===== config.mk =====
export PLATFORM = sky130hd
export DESIGN_NAME = branch_hazard_ctrl_flat
export DESIGN_NICKNAME = d
export VERILOG_FILES = /design/src/rtl/cpu_pipe_pkg.sv /design/src/rtl/branch_hazard_ctrl_if.sv /design/src/rtl/hazard_detect.sv /design/src/rtl/branch_hazard_ctrl.sv /design/src/flat_wrapper.sv
export SDC_FILE = /design/constraint.sdc
export NUM_CORES = 1
export LEC_CHECK = 0
export CORE_MARGIN = 2
export CORE_UTILIZATION = 65
export CTS_BUF_LIST = sky130_fd_sc_hd__clkbuf_2
export CTS_CLUSTER_SIZE = 8
export DETAILED_ROUTE_END_ITERATION = 6
export DONT_BUFFER_PORTS = 1
export GPL_ROUTABILITY_DRIVEN = 1
export PLACE_DENSITY = 0.81
export SLEW_MARGIN = 10
export SYNTH_ARGS = -nofsm -noshare
export SYNTH_HDL_FRONTEND = slang
export SYNTH_SLANG_ARGS = --single-unit
export TNS_END_PERCENT = 5

===== constraint.sdc =====
create_clock -name clk -period 4.3 [get_ports clk]
set_input_delay 0.86 -clock clk [delete_from_list [all_inputs] [get_ports clk]]
set_output_delay 0.86 -clock clk [all_outputs]
set_load 0.02 [all_outputs]

===== src/rtl/cpu_pipe_pkg.sv =====
// Shared encodings for the pipelined CPU's hazard and branch control:
// strategy codes, PC-select codes, controller states and the control bundle.
package cpu_pipe_pkg;

    typedef enum logic [1:0] {
        STRAT_NT = 2'b00,
        STRAT_T  = 2'b01,
        STRAT_DS = 2'b10
    } strat_e;

    typedef enum logic [1:0] {
        PCSEL_SEQ = 2'd0,
        PCSEL_IDT = 2'd1,
        PCSEL_EXT = 2'd2,
        PCSEL_EXF = 2'd3
    } pc_sel_e;

    typedef enum logic [1:0] {
        INIT,
        RUN,
        STALL
    } state_e;

    typedef struct packed {
        logic    pc_write;
        logic    ifid_write;
        logic    ifid_flush;
        logic    idex_flush;
        pc_sel_e pc_sel;
    } ctrl_t;

    // Frozen pipeline with bubbles in both registers, and free-flowing sequential fetch.
    localparam ctrl_t CTRL_HOLD = '{pc_write: 1'b0, ifid_write: 1'b0, ifid_flush: 1'b1,
                                    idex_flush: 1'b1, pc_sel: PCSEL_SEQ};
    localparam ctrl_t CTRL_FLOW = '{pc_write: 1'b1, ifid_write: 1'b1, ifid_flush: 1'b0,
                                    idex_flush: 1'b0, pc_sel: PCSEL_SEQ};

    // The reserved code 11 falls back to predict-not-taken.
    function automatic strat_e decode_strategy(input logic [1:0] s);
        return (s == 2'b11) ? STRAT_NT : strat_e'(s);
    endfunction

endpackage


===== src/rtl/branch_hazard_ctrl_if.sv =====
// Bundle between the IF/ID/EX datapath (master) and the hazard controller (slave):
// instruction status from ID and EX in, stage enables, flushes, PC select and counters out.
interface branch_hazard_ctrl_if #(
    parameter int CNT_W = 32,
    parameter int REG_W = 5
);
    logic [1:0]       strategy;
    logic             id_is_branch;
    logic             id_is_jump;
    logic [REG_W-1:0] id_rs;
    logic [REG_W-1:0] id_rt;
    logic             id_uses_rs;
    logic             id_uses_rt;
    logic             ex_memread;
    logic [REG_W-1:0] ex_rd;
    logic             ex_is_branch;
    logic             ex_taken;

    logic             pc_write;
    logic             ifid_write;
    logic             ifid_flush;
    logic             idex_flush;
    logic [1:0]       pc_sel;
    logic [1:0]       mode;
    logic [CNT_W-1:0] cycle_cnt;
    logic [CNT_W-1:0] stall_cnt;
    logic [CNT_W-1:0] flush_cnt;

    modport master (
        output strategy, id_is_branch, id_is_jump, id_rs, id_rt, id_uses_rs, id_uses_rt,
               ex_memread, ex_rd, ex_is_branch, ex_taken,
        input  pc_write, ifid_write, ifid_flush, idex_flush, pc_sel, mode,
               cycle_cnt, stall_cnt, flush_cnt
    );

    modport slave (
        input  strategy, id_is_branch, id_is_jump, id_rs, id_rt, id_uses_rs, id_uses_rt,
               ex_memread, ex_rd, ex_is_branch, ex_taken,
        output pc_write, ifid_write, ifid_flush, idex_flush, pc_sel, mode,
               cycle_cnt, stall_cnt, flush_cnt
    );
endinterface


===== src/rtl/hazard_detect.sv =====
// Load-use detector: a load in EX whose destination feeds a source the ID
// instruction actually reads. Register 0 never creates a dependency.
module hazard_detect #(
    parameter int REG_W = 5
) (
    input  logic             ex_memread,
    input  logic [REG_W-1:0] ex_rd,
    input  logic [REG_W-1:0] id_rs,
    input  logic [REG_W-1:0] id_rt,
    input  logic             id_uses_rs,
    input  logic             id_uses_rt,
    output logic             luse
);
    assign luse = ex_memread && (ex_rd != '0) &&
                  ((id_uses_rs && (id_rs == ex_rd)) || (id_uses_rt && (id_rt == ex_rd)));
endmodule


===== src/rtl/branch_hazard_ctrl.sv =====
// Pipeline control for the pipelined CPU: PC select, IF/ID and ID/EX enables and flushes
// for not-taken, taken and delay-slot branch handling, load-use stalls and perf counters.
module branch_hazard_ctrl
    import cpu_pipe_pkg::*;
#(
    parameter int CNT_W = 32,
    parameter int REG_W = 5
) (
    input logic                 clk,
    input logic                 rst,
    branch_hazard_ctrl_if.slave bus
);
    state_e           state;
    strat_e           mode;
    logic             id_pred;
    logic             ex_pred;
    logic [CNT_W-1:0] cycle_q;
    logic [CNT_W-1:0] stall_q;
    logic [CNT_W-1:0] flush_q;
    logic             luse;
    logic             redirect;
    logic             predict_taken;
    ctrl_t            ctrl;

    hazard_detect #(.REG_W(REG_W)) u_hazard_detect (
        .ex_memread (bus.ex_memread),
        .ex_rd      (bus.ex_rd),
        .id_rs      (bus.id_rs),
        .id_rt      (bus.id_rt),
        .id_uses_rs (bus.id_uses_rs),
        .id_uses_rt (bus.id_uses_rt),
        .luse       (luse)
    );

    assign redirect = bus.ex_is_branch && (bus.ex_taken != ex_pred);

    always_comb begin
        // NOTE: every signal written here gets a default first, so no path can infer a latch.
        ctrl          = CTRL_FLOW;
        predict_taken = 1'b0;
        if (state == INIT) begin
            ctrl = CTRL_HOLD;
        end else if (redirect) begin
            ctrl.pc_sel     = bus.ex_taken ? PCSEL_EXT : PCSEL_EXF;
            ctrl.ifid_flush = 1'b1;
            // In delay-slot mode the instruction now in ID is the slot and must survive.
            ctrl.idex_flush = (mode != STRAT_DS);
        end else if (state == RUN) begin
            if (luse) begin
                ctrl.pc_write   = 1'b0;
                ctrl.ifid_write = 1'b0;
                ctrl.idex_flush = 1'b1;
            end else if (bus.id_is_jump) begin
                ctrl.pc_sel     = PCSEL_IDT;
                ctrl.ifid_flush = (mode != STRAT_DS);
            end else if (bus.id_is_branch && (mode == STRAT_T)) begin
                ctrl.pc_sel     = PCSEL_IDT;
                ctrl.ifid_flush = 1'b1;
                predict_taken   = 1'b1;
            end
        end
    end

    // NOTE: sequential state uses non-blocking assignments so every flop samples pre-edge values.
    always_ff @(posedge clk or negedge rst) begin
        if (!rst) begin
            state   <= INIT;
            mode    <= STRAT_NT;
            id_pred <= 1'b0;
            ex_pred <= 1'b0;
            cycle_q <= '0;
            stall_q <= '0;
            flush_q <= '0;
        end else begin
            case (state)
                INIT: begin
                    mode  <= decode_strategy(bus.strategy);
                    state <= RUN;
                end
                RUN:     state <= ctrl.pc_write ? RUN : STALL;
                default: state <= RUN;
            endcase
            // Prediction bits ride with the instructions; flushes and stalls insert zeros.
            id_pred <= (mode == STRAT_T) &&
                       (predict_taken || (id_pred && !ctrl.ifid_write && !ctrl.ifid_flush));
            ex_pred <= (mode == STRAT_T) && id_pred && ctrl.ifid_write && !ctrl.idex_flush;
            if (state != INIT) begin
                cycle_q <= cycle_q + CNT_W'(1);
                stall_q <= stall_q + CNT_W'(!ctrl.pc_write);
                flush_q <= flush_q + CNT_W'(ctrl.ifid_flush) + CNT_W'(ctrl.idex_flush);
            end
        end
    end

    assign bus.pc_write   = ctrl.pc_write;
    assign bus.ifid_write = ctrl.ifid_write;
    assign bus.ifid_flush = ctrl.ifid_flush;
    assign bus.idex_flush = ctrl.idex_flush;
    assign bus.pc_sel     = ctrl.pc_sel;
    assign bus.mode       = mode;
    assign bus.cycle_cnt  = cycle_q;
    assign bus.stall_cnt  = stall_q;
    assign bus.flush_cnt  = flush_q;

endmodule


===== src/flat_wrapper.sv =====
// flat-port wrapper written by rule: the top's interface ports become plain ports
module branch_hazard_ctrl_flat import cpu_pipe_pkg::*;
#(
    parameter int CNT_W = 32,
    parameter int REG_W = 5
)
  (clk, rst, bus_strategy, bus_id_is_branch, bus_id_is_jump, bus_id_rs, bus_id_rt, bus_id_uses_rs, bus_id_uses_rt, bus_ex_memread, bus_ex_rd, bus_ex_is_branch, bus_ex_taken, bus_pc_write, bus_ifid_write, bus_ifid_flush, bus_idex_flush, bus_pc_sel, bus_mode, bus_cycle_cnt, bus_stall_cnt, bus_flush_cnt);
  branch_hazard_ctrl_if #(.CNT_W(CNT_W), .REG_W(REG_W)) bus_i ();
  input logic clk;
  input logic rst;
  input wire logic [$bits(bus_i.strategy)-1:0] bus_strategy;
  input wire logic [$bits(bus_i.id_is_branch)-1:0] bus_id_is_branch;
  input wire logic [$bits(bus_i.id_is_jump)-1:0] bus_id_is_jump;
  input wire logic [$bits(bus_i.id_rs)-1:0] bus_id_rs;
  input wire logic [$bits(bus_i.id_rt)-1:0] bus_id_rt;
  input wire logic [$bits(bus_i.id_uses_rs)-1:0] bus_id_uses_rs;
  input wire logic [$bits(bus_i.id_uses_rt)-1:0] bus_id_uses_rt;
  input wire logic [$bits(bus_i.ex_memread)-1:0] bus_ex_memread;
  input wire logic [$bits(bus_i.ex_rd)-1:0] bus_ex_rd;
  input wire logic [$bits(bus_i.ex_is_branch)-1:0] bus_ex_is_branch;
  input wire logic [$bits(bus_i.ex_taken)-1:0] bus_ex_taken;
  output wire logic [$bits(bus_i.pc_write)-1:0] bus_pc_write;
  output wire logic [$bits(bus_i.ifid_write)-1:0] bus_ifid_write;
  output wire logic [$bits(bus_i.ifid_flush)-1:0] bus_ifid_flush;
  output wire logic [$bits(bus_i.idex_flush)-1:0] bus_idex_flush;
  output wire logic [$bits(bus_i.pc_sel)-1:0] bus_pc_sel;
  output wire logic [$bits(bus_i.mode)-1:0] bus_mode;
  output wire logic [$bits(bus_i.cycle_cnt)-1:0] bus_cycle_cnt;
  output wire logic [$bits(bus_i.stall_cnt)-1:0] bus_stall_cnt;
  output wire logic [$bits(bus_i.flush_cnt)-1:0] bus_flush_cnt;
  assign bus_i.strategy = bus_strategy;
  assign bus_i.id_is_branch = bus_id_is_branch;
  assign bus_i.id_is_jump = bus_id_is_jump;
  assign bus_i.id_rs = bus_id_rs;
  assign bus_i.id_rt = bus_id_rt;
  assign bus_i.id_uses_rs = bus_id_uses_rs;
  assign bus_i.id_uses_rt = bus_id_uses_rt;
  assign bus_i.ex_memread = bus_ex_memread;
  assign bus_i.ex_rd = bus_ex_rd;
  assign bus_i.ex_is_branch = bus_ex_is_branch;
  assign bus_i.ex_taken = bus_ex_taken;
  assign bus_pc_write = bus_i.pc_write;
  assign bus_ifid_write = bus_i.ifid_write;
  assign bus_ifid_flush = bus_i.ifid_flush;
  assign bus_idex_flush = bus_i.idex_flush;
  assign bus_pc_sel = bus_i.pc_sel;
  assign bus_mode = bus_i.mode;
  assign bus_cycle_cnt = bus_i.cycle_cnt;
  assign bus_stall_cnt = bus_i.stall_cnt;
  assign bus_flush_cnt = bus_i.flush_cnt;
  branch_hazard_ctrl #(.CNT_W(CNT_W), .REG_W(REG_W)) u_core (.clk(clk), .rst(rst), .bus(bus_i));
endmodule

-- After elaboration in Yosys (flattened, before gate mapping)
Cells that the tools add are included.
- flip-flop bits (word level): 102
- latch bits: 0
- RAM bits: 0
- ROM bits: 0
- word-level logic and storage cells: 60
- memories: 0
- add/sub/neg operators: 4
- $mul: 0
- div/mod/pow operators: 0
- order comparisons: 0
- eq/ne operators: 7
- shift operators: 0
- multiplexer cells: 21
- bitwise logic cells: 0
- reduce and logical (&&, ||, !) cells: 21
- operators by type and width (kind ; count):
    adder 32 x 1 -> 32 bit ; 3
    adder 32 x 1 -> 32 bit (second input constant) ; 1
    2-to-1 mux 2 bit ; 7
    logical AND 1 bit ; 12
    2-to-1 mux 6 bit ; 2
    2-to-1 mux 1 bit ; 11
    == test 5 bit ; 2
    nonzero test 5 bit ; 1
    == test 2 x 1 -> 1 bit (second input constant) ; 2
    zero test 1 bit ; 4
    2-to-1 mux 4 bit ; 1
    == test 2 bit (second input constant) ; 1
    zero test 2 bit ; 1
    logical OR 1 bit ; 2
    != test 2 bit (second input constant) ; 1
    nonzero test 2 bit ; 1
    != test 1 bit ; 1

-- Longest topological paths before layout
Gate-level depths: netlist (run 1).
- depth after elaboration: 13
- depth in mapped cells: 13
- depth with buffers taken out: 12

-- Modules after synthesis
A second synthesis (run 1) with hierarchy kept.
- cell total of the unflattened synthesis: 452
- area, all modules: 4790.8 um2
- modules (own cells, without submodules) (module ; instances ; cells each ; area an instance (um2) ; sequential area each (um2)):
    branch_hazard_ctrl ; 1 ; 435 ; 4657.0 ; 2552.4
    hazard_detect ; 1 ; 17 ; 133.9 ; 0.0

-- Worst setup path before layout (run 1)
OpenSTA, ideal clock, no wires.
- path kind: input to register
- start point: input bus_ex_rd[1]
- end point: register u_core.flush_q[22], in the netlist u_core.bus.flush_cnt[22]
- setup time: 0.129 ns
- arrival: 3.580 ns
- data required time: 4.171 ns
- slack: 0.590 ns
- stages on the path: 13
- buffers on the path: 1
- cell sequence: xnor2_1 -> nand4_1 -> o22ai_1 -> or3b_2 -> clkbuf_1 -> and3_1 -> fa_1 -> inv_1 -> ha_1 -> nand4_1 -> nor3_1 -> nand4_1 -> xnor2_1
- cells in the longest elaborated chain, start to end: 10
- elaborated cells on any way between the ends: 15
- RTL lines (what ; RTL line ; RTL):
    start: declaration ; flat_wrapper.sv:19 ; input wire logic [$bits(bus_i.ex_rd)-1:0] bus_ex_rd;
    == test 5 bit ; hazard_detect.sv:15 ; ((id_uses_rs && (id_rs == ex_rd)) || (id_uses_rt && (id_rt == ex_rd)));
    logical AND 1 bit ; hazard_detect.sv:15 ;
    logical OR 1 bit ; hazard_detect.sv:15 ;
    logical AND 1 bit * ; hazard_detect.sv:14 ; assign luse = ex_memread && (ex_rd != '0) &&
    2-to-1 mux 1 bit ; branch_hazard_ctrl.sv:49 ; if (luse) begin
    2-to-1 mux 6 bit * ; branch_hazard_ctrl.sv:48 ; end else if (state == RUN) begin
    2-to-1 mux 4 bit * ; branch_hazard_ctrl.sv:43 ; end else if (redirect) begin
    2-to-1 mux 6 bit * ; branch_hazard_ctrl.sv:41 ; if (state == INIT) begin
    adder 32 x 1 -> 32 bit ; branch_hazard_ctrl.sv:90 ; flush_q <= flush_q + CNT_W'(ctrl.ifid_flush) + CNT_W'(ctrl.idex_flush);
    adder 32 x 1 -> 32 bit * ; branch_hazard_ctrl.sv:90 ;
    end signal: assignment ; branch_hazard_ctrl.sv:90 ;
    end: declaration ; branch_hazard_ctrl.sv:19 ; logic [CNT_W-1:0] flush_q;
Mark *: on every way between the ends. The rest lies on a longest branch, timed or not.
A chain may end at the register's enable or synchronous reset.

-- Worst setup path in the final report (run 1)
- start point: register u_core.ex_pred
- end point: register u_core.flush_q[28], in the netlist u_core.bus.flush_cnt[28]
- cells in the longest elaborated chain, start to end: 6
- RTL lines (what ; RTL line ; RTL):
    start: declaration ; branch_hazard_ctrl.sv:16 ; logic ex_pred;
    start signal: assignment ; branch_hazard_ctrl.sv:86 ; ex_pred <= (mode == STRAT_T) && id_pred && ctrl.ifid_write && !ctrl.idex_flush;
    != test 1 bit * ; branch_hazard_ctrl.sv:35 ; assign redirect = bus.ex_is_branch && (bus.ex_taken != ex_pred);
    logical AND 1 bit * ; branch_hazard_ctrl.sv:35 ;
    2-to-1 mux 4 bit * ; branch_hazard_ctrl.sv:43 ;
    2-to-1 mux 6 bit * ; branch_hazard_ctrl.sv:41 ;
    adder 32 x 1 -> 32 bit ; branch_hazard_ctrl.sv:90 ;
    adder 32 x 1 -> 32 bit * ; branch_hazard_ctrl.sv:90 ;
Marked as above.

==> results of run 1 <==
==> through the flow <==
step	cells	utilization [%]	instance area [um^2]	hold slack, ns
after CTS	552	70.6	5090	0.176
after global placement	535	67.8	4890	0.520
after global routing	552	70.6	5090	0.155
after detailed placement	535	67.8	4890	0.566
final	552	70.6	5090	0.187
after floorplan	443	-	4800	0.502
==> Yosys cell counts, types with 2 or more instances <==
master and instances:
dfrtp_1 102, xnor2_1 78, nand2_1 60, nand4_1 32, nand3_1 28, nor2_1 24, xor2_1 23, inv_1 12
and3_1 10, and4_1 7, nor3_1 6, o21ai_0 6, and2_1 4, buf_2 4, ha_1 4, a21oi_1 3
nor3_2 3, nor4_4 3, clkbuf_1 2, nand2b_1 2, nand3b_1 2, nor2b_1 2, nor3b_1 2, nor4_1 2
or3_1 2, or3b_1 2
==> final cells by class <==
class                   count  area, um^2
repair buffers              2        35.0
clock inverters             7         125
fillers                   530        2120
multi-input cells         321        2170
clock buffers               9        45.0
flip-flops and latches    102        2550
inverters                  12        45.0
well taps                  99         124
==> cell families (layout without fill, tap and decap cells) <==
group,count (synthesis),in the layout
simple gates,200,200
fa+ha+maj,5,5
compound gates,14,14
mux,1,1
xor+xnor,101,101
buf+inv,20,30
flops,102,102
==> report_power, final <==
group | total, mW | switching [mW] | internal, mW | leakage (nW)
clock network | 0.580 | 0.322 | 0.259 | 0.0975
registers | 1.35 | 0.285 | 1.06 | 1.37
logic | 0.288 | 0.151 | 0.137 | 0.858
==> critical path, cell delays in order, from the launching register on <==
cell and delay (ns):
dfrtp_1 0.43, xor2_1 0.17, nand2_1 0.13, nand3_1 0.13
or3b_2 0.56, and3_1 0.22, fa_1 0.42, inv_1 0.09
ha_1 0.17, nand4_1 0.28, nor4_1 0.50, nand3_1 0.17
xnor2_1 0.15
==> layer usage <==
layer | part of all wire, % | wire (um) | GRT usage, % | up-vias
li1 | - | - | - | 1534
met1 | 42 | 3880 | 30.2 | 1615
met2 | 50 | 4590 | 38.6 | 108
met3 | 7.6 | 709 | 7.63 | 6
met4 | 0.96 | 89 | 7.18 | 0
met5 | 0 | 0 | 0 | -
==> what timing repair did <==
| item | in CTS | in global routing |
|---|---|---|
| hold endpoints to repair | 102 | 0 |
| hold buffers | 1 | 0 |
| setup endpoints to repair | 0 | 0 |
==> worst max-delay path by stage <==
| stage | cells past startpoint | from | slack, ns | endpoint |
|---|---|---|---|---|
| finish | 12 | u_core.ex_pred | 0.79 | u_core.bus.flush_cnt[28] |
| global route | 12 | u_core.ex_pred | 0.52 | u_core.bus.flush_cnt[22] |
| CTS | 12 | u_core.ex_pred | 0.78 | u_core.bus.flush_cnt[22] |
| detailed placement | 12 | bus_ex_rd[2] | 0.30 | u_core.bus.flush_cnt[22] |
| global placement | 12 | bus_ex_rd[1] | 0.42 | u_core.bus.flush_cnt[22] |
| floorplan | 13 | bus_ex_rd[1] | 0.59 | u_core.bus.flush_cnt[22] |
==> state kept, by name, indices dropped and copies added (netlist names) <==
name / cells
u_core.bus.cycle_cnt: 32
u_core.bus.flush_cnt: 32
u_core.bus.stall_cnt: 32
u_core.bus.mode: 2
u_core.state: 2
u_core.ex_pred: 1
u_core.id_pred: 1
==> reports/results.ini, run 1 <==
[timing]
worstMarginPinSlew_ns=0.521
max_freq_ghz=0.285
tns_ns=0
min_period_ns=3.51
maxSlewHeadroom_pct=65.0
grt_setup_unrepaired=false
setup_violations=0
finalMaxSlewViolations=0
hold_violations=0
period_share_pct=81.5
worst_slack_ns=0.794
finClkSkew_ns=0.0407

[global_route]
grt_pass1_vias=3253
grt_pass1_wl_um=15500
antenna_found_initial=0
grt_max_degree=103
grt-ovfl-total=0
grtUsageTotal_pct=23.5

[final_layout]
final_cell_mix=102 x dfrtp_1, 78 x xnor2_1, 60 x nand2_1
layout.cells.most_common=dfrtp_1
nets=479
drive_gt1_share_pct=7.06
n_antenna_cell=0
area_delta_synth_final_pct=6.04

[placed_design]
dp_hpwl_um=6670
io_buffers=0
pre_cts_slack_ns=0.300
globalplace.congestion=0.817

[synthesis]
synth_xor_area_share_pct=18.4
synth_mux_area_share_pct=0.234
synth_cell_types=44
synth_top_area_share_pct=53.2
synth_area_leaders=dfrtp_1 53%, xnor2_1 14%, nand2_1 4.7%, xor2_1 4.2%, nand4_1 4.2%
async_flop_share_pct=100
postSynthCellCount=443
synth_compound_area_share_pct=1.85
syn_area_um2=4800
synth_top_family_by_area=simple AND/OR/NAND/NOR gates
synth_enable_flop_cells=0
syn_avg_cell_area_um2=10.8
synth_seq_cells=102
syn_nets=474
yosysSeqAreaShare_pct=53.2
ys.flop_type=dfrtp_1
yosysWarnings=0
synth_fa_ha_area_share_pct=1.46
yosys.area_share.simple_pct=23.1
yosys.area.top_type=dfrtp_1

[run]
drv_cap=0

[cts]
cts_tree=done
post_cts.repair.setup_buffers=0
cts.repair.resized=0
cts_buffers=9
clk_latency_ns=0.55
cts_root_buf=clkbuf_2
cts_max_path_buffers=2
path_clk_slew_ns=0.30
cts.sinks=102
htreeDepth=3

[power_and_ir_drop]
peakVddDrop_uv=353
total_power_mw=2.21
p_leak_nw=2.32
pwr_density_cell_nw_per_um2=435

[setup_path]
cp-start-kind=register
reg2reg_depth=12
critPathCaptureType=register
crit_type=register to register
crit_arrival_ns=3.94
r2r-start=u_core.ex_pred
cp.required_ns=4.73
rrSetupSlack_ns=0.79
cp_max_fo=7
reg2reg_to=u_core.bus.flush_cnt[28]

[routing]
via_per_inst=5.91
detailroute.via_count=3263
ant_nets=0
drt-initial-drc-count=147
drt_wl_total_um=9270
wl_per_cell_um=16.8
dr.pass1.iters=5
drc=0

[floorplanning]
start_util_pct=66.6
core_area_um2=7210
dieArea_um2=8090
fp.dieH_um=90.0
io_pins=130
rows=31
die_x_um=90.0

[status]
status=finished, final reports clean

[hold_path]
min_path_type=input port to asynchronous set/reset pin

Power figures use the tool's default switching activity.
==> inputs of run 2 (changes only) <==
clock period = 3.6 ns   (was 4.3 ns; I/O delays follow)
==> run 2 against run 1 <==
  * Die area did not move
  * Non-clock buffer count rose by 5
  * Clock power fell by 7.6%
  * Sequential power grew 19%
==> reports/results.ini, run 2 (synthesis results as in run 1) <==
[status]
status=finished, final reports clean

[routing]
drt_wl_total_um=9170  ; -1.1%
dr.pass1.iters=5  ; unchanged
wl_per_cell_um=16.5  ; -1.9%
detailroute.via_count=3208  ; -1.7%
drc=0  ; unchanged
drt-initial-drc-count=132  ; -10%
via_per_inst=5.76  ; -2.6%
ant_nets=0  ; unchanged

[timing]
hold_violations=0  ; unchanged
worstMarginPinSlew_ns=0.500  ; -0.0210 ns
period_share_pct=90.3  ; +8.8 points
finalMaxSlewViolations=0  ; unchanged
finClkSkew_ns=0.0322  ; -0.00850 ns
min_period_ns=3.25  ; -0.254 ns
setup_violations=0  ; unchanged
max_freq_ghz=0.308  ; +7.8%
worst_slack_ns=0.348  ; -0.446 ns
grt_setup_unrepaired=false
maxSlewHeadroom_pct=66.4  ; +1.4 points

[floorplanning]
io_pins=130  ; unchanged
core_area_um2=7210  ; unchanged
die_x_um=90.0  ; unchanged
rows=31  ; unchanged
start_util_pct=66.6  ; unchanged
fp.dieH_um=90.0  ; unchanged
dieArea_um2=8090  ; unchanged

[power_and_ir_drop]
sw_frac_of_total_pct=35.8  ; +1.6 points
total_power_mw=2.49  ; +12%
pwr_density_cell_nw_per_um2=490  ; +13%
pwr-share-seq_pct=64.6  ; +3.8 points
pwr-share-clk_pct=21.5  ; -4.7 points
combPwrFrac_pct=13.8  ; +0.8 points
peakVddDrop_uv=420  ; +19%
p_leak_nw=2.32  ; -0.27%
p_int_mw=1.60  ; +9.7%
switching_power_mw=0.891  ; +18%

[placed_design]
pre_cts_slack_ns=-0.0159  ; -0.316 ns
globalplace.congestion=0.876  ; +7.2%
dp_hpwl_um=6820  ; +2.2%
io_buffers=0  ; unchanged
post_dp_cell_area_um2=4930  ; +0.77%

[run]
drv_cap=0  ; unchanged

[cts]
cts_tree=done
cts_buffers=9  ; unchanged
cts_root_buf=clkbuf_2
path_clk_slew_ns=0.28  ; -0.02 ns
htreeDepth=3  ; unchanged
clk_latency_ns=0.54  ; about the same
cts.sinks=102  ; unchanged
cts_max_path_buffers=2  ; unchanged

[global_route]
grt-ovfl-total=0  ; unchanged
grtUsageTotal_pct=23.8  ; +0.25 points
grt_pass1_vias=3339  ; +2.6%
grt_max_degree=103  ; unchanged
grt_pass1_wl_um=15600  ; +0.40%
antenna_found_initial=0  ; unchanged

[setup_path]
path_delay_family=simple AND/OR/NAND/NOR gates
slowest_delay_ns=0.50  ; -0.06 ns
crit_top_cell=nand3_1
critPathCaptureType=register
crit_type=register to register
cp-start-kind=register
crit_arrival_ns=3.70  ; -0.24 ns
cp_max_fo=5  ; -2
crit_buf_inv=1  ; unchanged
crit_slowest_cell=or3b_2
worstPathCellList=xor2_1, nand2_1, nand3_1, or3b_2, and3_1, fa_1, inv_1, ha_1, nand4_1, nor4_1, nand3_1, xnor2_1
cp.required_ns=4.04  ; -0.69 ns

[final_layout]
drive_gt1_share_pct=7.64  ; +0.58 points
nets=484  ; +1.0%
layout.cells.most_common=dfrtp_1
final_cell_area_um2=5080  ; -0.27%
area_delta_synth_final_pct=5.76
n_antenna_cell=0  ; unchanged
final_cell_mix=102 x dfrtp_1, 78 x xnor2_1, 60 x nand2_1

[hold_path]
min_path_type=input port to asynchronous set/reset pin

==> run 2: layout make-up <==
type	count	area [um^2]
timing repair buffer	7	72.6
tap	99	124
multi-input combinational	321	2170
inverter	12	45.0
clock inverter	7	73.8
fill	546	2140
sequential	102	2550
clock buffer	9	45.0
==> run 2: through the flow <==
step / hold WS (ns) / cells / TNS, ns / util, %
floorplan: 0.424 / 443 / 0 / -
global placement: 0.427 / 540 / 0 / 68.4
detailed placement: 0.427 / 540 / -0.0159 / 68.4
CTS: 0.0326 / 557 / 0 / 70.4
global route: 0.00895 / 557 / 0 / 70.4
finish: 0.0390 / 557 / 0 / 70.4
==> run 2: path summary, 6_finish.rpt <==
path	from	to	slack, ns	cells after the start
max	u_core.ex_pred	u_core.bus.flush_cnt[28]	0.35	12
min	rst	u_core.bus.flush_cnt[20]	0.04	1
max reg2reg	u_core.ex_pred	u_core.bus.flush_cnt[28]	0.35	12
min reg2reg	u_core.id_pred	u_core.ex_pred	0.57	2
max in group asynchronous	rst	u_core.bus.cycle_cnt[0]	3.16	1
min in group clk	bus_strategy[0]	u_core.bus.mode[0]	0.31	2
==> run 2: worst reg2reg max path: cells and delay by family (launching register included) <==
kind | cells | cell delay (ns)
simple gates | 7 | 1.77
flops | 1 | 0.43
buf+inv | 1 | 0.09
fa+ha+maj | 2 | 0.57
xor+xnor | 2 | 0.32
==> run 2: timing repair <==
item,CTS,global route
hold buffers,1,0
gates resized for setup,0,0
buffers inserted,0,0
endpoints found under the hold margin,102,0
==> run 2: per-layer routing <==
layer / GRT usage (%) / part of all wire [%] / vias to the layer above / wire (um)
li1: - / - / 1524 / -
met3: 8.38 / 7.4 / 11 / 677
met4: 9.49 / 1.6 / 0 / 145
met2: 38.2 / 49 / 110 / 4450
met5: 0 / 0 / - / 0
met1: 29.8 / 42 / 1563 / 3900
==> run 2: power groups by stage <==
stage                     clock, mW  combinational [mW]  sequential, mW
after floorplan                   0               0.275            1.57
after global placement            0               0.312            1.63
after detailed placement          0               0.325            1.63
after CTS                     0.555               0.350            1.61
after global routing          0.598               0.408            1.64
final                         0.536               0.344            1.61
